$ cat src/rtl/sobel_window_ctrl.sv
// Step/write sequencer for a 3x3 Sobel window: drives line-buffer shifts,
// input pops, zero-padded flush and raster-ordered output writes per frame.
module sobel_window_ctrl #(
    parameter int WIDTH  = 720,
    parameter int HEIGHT = 540
) (
    input  logic        clock,
    input  logic        reset,
    input  logic        in_empty,
    output logic        in_rd_en,
    output logic        shift_en,
    output logic        pad_zero,
    input  logic        out_full,
    output logic        out_wr_en,
    output logic [15:0] out_row,
    output logic [15:0] out_col,
    output logic        border,
    output logic        busy,
    output logic        frame_done
);

    // state | meaning
    // IDLE  | waiting for the first pixel of a frame
    // FILL  | priming line buffers, steps 0..WIDTH, no writes
    // RUN   | steady state, pop one pixel and write one result per step
    // FLUSH | shift zeros to drain the last WIDTH+1 results
    // DONE  | one-cycle frame_done, counters cleared

    localparam int LAST_STEP = WIDTH * HEIGHT + WIDTH;
    localparam int CW        = $clog2(LAST_STEP + 1);

    localparam logic [CW-1:0] S_FILL_END = CW'(WIDTH);
    localparam logic [CW-1:0] S_RUN_END  = CW'(WIDTH * HEIGHT - 1);
    localparam logic [CW-1:0] S_LAST     = CW'(LAST_STEP);
    localparam logic [15:0]   COL_MAX    = 16'(WIDTH - 1);
    localparam logic [15:0]   ROW_MAX    = 16'(HEIGHT - 1);

    typedef enum logic [2:0] {
        IDLE,
        FILL,
        RUN,
        FLUSH,
        DONE
    } state_t;

    state_t        state;
    state_t        state_nxt;
    logic [CW-1:0] s_cnt;
    logic [15:0]   row_cnt;
    logic [15:0]   col_cnt;

    // Outputs are gated by reset so nothing fires in the reset cycle itself.
    always_comb begin
        state_nxt  = state;
        shift_en   = 1'b0;
        pad_zero   = 1'b0;
        frame_done = 1'b0;
        if (!reset) begin
            case (state)
                IDLE: begin
                    if (!in_empty) state_nxt = FILL;
                end
                FILL: begin
                    shift_en = !in_empty;
                    if (shift_en && s_cnt == S_FILL_END) state_nxt = RUN;
                end
                RUN: begin
                    shift_en = !in_empty && !out_full;
                    if (shift_en && s_cnt == S_RUN_END) state_nxt = FLUSH;
                end
                FLUSH: begin
                    pad_zero = 1'b1;
                    shift_en = !out_full;
                    if (shift_en && s_cnt == S_LAST) state_nxt = DONE;
                end
                DONE: begin
                    frame_done = 1'b1;
                    state_nxt  = IDLE;
                end
                default: state_nxt = IDLE;
            endcase
        end
    end

    assign in_rd_en  = shift_en && (state == FILL || state == RUN);
    assign out_wr_en = shift_en && (s_cnt > S_FILL_END);
    assign out_row   = row_cnt;
    assign out_col   = col_cnt;
    assign border    = out_wr_en && (row_cnt == 16'd0 || row_cnt == ROW_MAX ||
                                     col_cnt == 16'd0 || col_cnt == COL_MAX);
    assign busy      = !reset && (state != IDLE);

    // row/col always point at the next pixel to be written.
    always_ff @(posedge clock) begin
        if (reset) begin
            state   <= IDLE;
            s_cnt   <= '0;
            row_cnt <= '0;
            col_cnt <= '0;
        end else begin
            state <= state_nxt;
            if (state == DONE) begin
                s_cnt   <= '0;
                row_cnt <= '0;
                col_cnt <= '0;
            end else begin
                if (shift_en) s_cnt <= s_cnt + CW'(1);
                if (out_wr_en) begin
                    if (col_cnt == COL_MAX) begin
                        col_cnt <= '0;
                        row_cnt <= row_cnt + 16'd1;
                    end else begin
                        col_cnt <= col_cnt + 16'd1;
                    end
                end
            end
        end
    end

endmodule
$ cat config.mk
export PLATFORM = sky130hd
export DESIGN_NAME = sobel_window_ctrl
export DESIGN_NICKNAME = d
export VERILOG_FILES = /design/src/rtl/sobel_window_ctrl.sv
export SDC_FILE = /design/constraint.sdc
export NUM_CORES = 1
export LEC_CHECK = 0
export ABC_AREA = 1
export CAP_MARGIN = 40
export CORE_MARGIN = 4
export CORE_UTILIZATION = 51
export DETAILED_ROUTE_END_ITERATION = 8
export PLACE_DENSITY_LB_ADDON = 0.25
export SYNTH_ARGS = -nofsm -noshare
export SYNTH_HDL_FRONTEND = slang
export SYNTH_SLANG_ARGS = --single-unit
$ cat constraint.sdc
create_clock -name clock -period 1.7 [get_ports clock]
set_input_delay 0.34 -clock clock [delete_from_list [all_inputs] [get_ports clock]]
set_output_delay 0.34 -clock clock [all_outputs]
set_load 0.03 [all_outputs]
Word-level counts from Yosys, hierarchy flattened
Index checks and enable logic that the tools add are counted.

operators by class
  multiplexer cells = 12
  $lt $le $gt $ge = 1
  reduce and logical (&&, ||, !) cells = 22
  add/sub/neg operators = 3
  equal/unequal tests = 13

operators with widths
  kind                                                    number
  equality test 19 bit (second input constant)            2
  adder 16 x 1 -> 16 bit (second input constant)          2
  equality test 16 x 10 -> 1 bit (second input constant)  2
  zero test 16 bit                                        2
  adder 19 x 1 -> 19 bit (second input constant)          1
  equality test 19 x 10 -> 1 bit (second input constant)  1
  > comparator 19 x 10 -> 1 bit (second input constant)   1
  2-to-1 mux 16 bit                                       1
  2-to-1 mux 3 bit                                        4
  case mux 3 bit (4 select lines)                         1
  logical AND 1 bit                                       8
  inequality test 2 bit (second input constant)           4
  equality test 3 x 2 -> 1 bit (second input constant)    2
  2-to-1 mux 1 bit                                        5
  logical OR 1 bit                                        4
  AND reduction 4 bit                                     1
  equality test 3 x 1 -> 1 bit (second input constant)    1
  equality test 3 bit (second input constant)             1
  zero test 1 bit                                         3
  zero test 3 bit                                         1
  case mux 1 bit (3 select lines)                         1
  nonzero test 3 bit                                      1
  AND reduction 2 bit                                     1
  OR reduction 2 bit                                      1

word-level totals
  word-level logic and storage cells = 55
  bits of input ports = 4
  register bits after elaboration = 54
  output and inout bits = 39

Depth between registers and ports, before layout
  depth after elaboration = 6
  mapped depth = 11
  mapped depth without buffers = 10

Worst setup path after synthesis
No wires, ideal clock.

  path type = register -> output
  from = reg s_cnt[0]
  to = out border
  buffers on the path = 1
  cell stages (with the launch flop) = 11
  data arrival time = 1.783 ns
  required time = 1.360 ns
  path slack = -0.423 ns
  path through = dfxtp_1 -> inv_1 -> ha_1 -> nand3_1 -> nor2_1 -> nand2_1 -> nand2_2 -> nand2_2 -> nand2_4 -> buf_4 -> a21oi_1

on the way
  longest elaborated chain between the ends = 3

RTL lines
  what                           RTL line  source
  start, declared                48        logic [CW-1:0] s_cnt;
  start signal, assigned         107       if (shift_en) s_cnt <= s_cnt + CW'(1);
  > comparator 19 x 10 -> 1 bit  86        assign out_wr_en = shift_en && (s_cnt > S_FILL_END);
  logical AND 1 bit              86
  logical AND 1 bit              89        assign border = out_wr_en && (row_cnt == 16'd0 || row_cnt == ROW_MAX ||
  end, declared                  17        output logic border,

No other way between the ends.

Worst setup path after layout
  from = reg row_cnt[0] (netlist: out_row[0])
  to = out border

on the way
  longest elaborated chain between the ends = 5
  elaborated cells between the ends (all ways) = 6

RTL lines
  what                                                                       RTL line  source
  start, declared                                                            49        logic [15:0] row_cnt;
  start signal, assigned                                                     111       row_cnt <= row_cnt + 16'd1;
  equality test 16 x 10 -> 1 bit / zero test 16 bit (equally long branches)  89
  logical OR 1 bit (*) (2 in a row)                                          89
  logical OR 1 bit (*)                                                       90        col_cnt == 16'd0 || col_cnt == COL_MAX);
  logical AND 1 bit (*)                                                      89

Mark *: on every way between the ends. The rest lies on a longest branch, timed or not.

==> results.ini <==
[floorplanning]
core-area_um2 = 6790
start_util_pct = 52.8
die_w_um = 91.9
die_area_um2 = 8440
ios = 43
die_y_um = 91.9
num_rows = 30

[worst_setup_path]
path_max_fanout = 4
cpMaxStageDelayCell = dfxtp_2
path_class = reg -> out
crit_chain = inv_1, ha_1, nand2_1, nor3_2, o2111ai_2, a21oi_4, buf_6
critPathCaptureType = output port
slowest_delay_ns = 0.35
cp_data_arrival_time_ns = 1.65
path_buf_inv = 2
path_delay_family = compound AO/OA/AOI/OAI gates
startpoint_type = flip-flop
required_ns = 1.36

[synthesis]
syn_area_um2 = 3590
synth_seq_cells = 54
ys_types = 30
syn_avg_cell_area_um2 = 6.21
yosys_warnings = 0
syn_nets = 587
synth_cells = 577
yosysSeqAreaShare_pct = 30.1

[sta]
hold_ws_ns = 0.496
slew_viol_final = 0
rsz0062_at_grt = yes
finalCritPeriodShare_pct = 117
tightest_slew_ns = 0.366
finalHoldViolCount = 0
finalSetupViolCount = 7
finalSetupTns_ns = -1.25
max_clock_freq_mhz = 504
min_period_ns = 1.99
finalClockSkew_ns = 0.0114
slew_headroom_pct = 75.4
fin_ws_ns = -0.285

[global_route]
grt_pass1_vias = 4131
grt_use_total_pct = 24.9
grt_pass1_wl_mm = 17.7
grt_max_degree = 40
grt_remaining_overflow = 0
grt_antenna_before_repair = 0

[power]
powerDensity_nw_per_um2 = 601
ir_drop_uv = 604
p_leak_nw = 2.26
p_total_mw = 3.12

[clocking]
path_clk_slew_ns = 0.10
clk_latency_ns = 0.31
cts_tree = yes
ctsHoldBuffers = 0
clockRootBuffer = clkbuf_8
cts.sinks = 54
cts-buffers-inserted = 5
clockBufferDepth = 2
cts-htree-levels = 2

[hold_path]
hp-class = reg -> reg

[final_layout]
drive_gt1_share_pct = 28.1
nets = 706
multi_input_area_um2 = 2420
syn_to_final_growth_pct = 44.9
fillers = 521
layout_commonest_cell = nand2_1
diodes = 0
seq_area_um2 = 1120
fin_util_pct = 76.5
final_cell_mix = nand2_1, buf_4, inv_1

[run_status]
violations = setup timing
status = finished with violations

[placement]
dpl.hpwl_mm = 7.56
gp_congestion = 0.920
portBuffers = 42

[detailed_routing]
drc = 0
num_vias = 4334
drt-pass1-iter-count = 5
via_per_inst = 5.47
drt-total-wl_mm = 11.3
drt_iter0_drc = 253
wl_per_cell_um = 14.3
postRouteAntennaNets = 0

[job]
drv_cap = 0

==> layer usage <==
metal / share of wire, % / vias up / wire (µm) / global-route usage [%]
li1: - / 2118 / - / -
met1: 40 / 1998 / 4530 / 31.1
met2: 51 / 187 / 5750 / 42.9
met3: 6.9 / 31 / 776 / 4.35
met4: 2.2 / 0 / 248 / 9.16
met5: 0 / - / 0 / 0
==> tightest hold or removal path, cell delays in order (launching register included) <==
cell and delay (ns):
dfxtp_2 0.35, nand2_1 0.07, a21oi_1 0.05
==> repair_timing <==
item | in CTS | in global routing
pin swaps | 7 | 18
buffers inserted | 11 | 3
setup endpoints to repair | 59 | 50
gates cloned | 0 | 2
resized for setup | 76 | 71
endpoints found under the hold margin | 0 | 0
==> logic make-up after synthesis <==
logic type	after synthesis	synth area share [%]
buf+inv	86	10.4
simple gates	339	41.5
flops	54	30.1
fa+ha+maj	6	2.09
compound gates	68	10.0
xor+xnor	24	5.86
==> layout make-up <==
type | instances | area share [%]
clock buffers | 7 | 1.88
clock inverters | 1 | 0.120
inverters | 69 | 5.08
multi-input cells | 437 | 46.6
flip-flops and latches | 54 | 21.6
well taps | 96 | 2.31
repair buffers | 129 | 22.4
==> sequential cells by signal, indices dropped and copies added, names as in the netlist <==
name,count
s_cnt,19
out_row,16
out_col,16
state,3
==> synth_stat cells (all sizes together) <==
cell     number  area (µm²)
a21oi        53         277
a31oi         1        6.26
and3          1        6.26
buf          11        90.1
clkbuf        6        22.5
dfxtp        54        1080
ha            6        75.1
inv          69         259
nand2       158         611
nand3        49         255
nand3b        2        15.0
nand4        28         175
nor2         77         302
nor3         21         105
nor3b         1        7.51
nor4          2        12.5
o2111ai       1        8.76
o21ai        12        60.1
o21bai        1        7.51
xnor2         7        61.3
xor2         17         149
==> power breakdown <==
| group | leakage, nW | total, mW | switching [mW] | internal, mW |
|---|---|---|---|---|
| logic | 1.76 | 0.926 | 0.518 | 0.407 |
| clock network | 0.0539 | 0.821 | 0.438 | 0.383 |
| registers | 0.447 | 1.38 | 0.0658 | 1.31 |
==> path summary, 6_finish.rpt <==
path,from,endpoint,slack [ns],depth (start not counted)
worst min-delay path,out_row[1],out_row[1],0.50,2
worst max-delay path,out_row[0],border,-0.29,7
worst max register to register,s_cnt[0],state[0],-0.23,14
worst min register to register,out_row[1],out_row[1],0.50,2
==> per-stage QoR <==
step / area [µm²] / worst slack [ns] / cells
floorplan: 3630 / -0.0395 / 577
global placement: 4610 / -0.331 / 769
detailed placement: 4610 / -0.363 / 769
CTS: 4890 / -0.254 / 788
global route: 5200 / -0.358 / 793
finish: 5200 / -0.285 / 793
(Power assumes the default switching activity.)
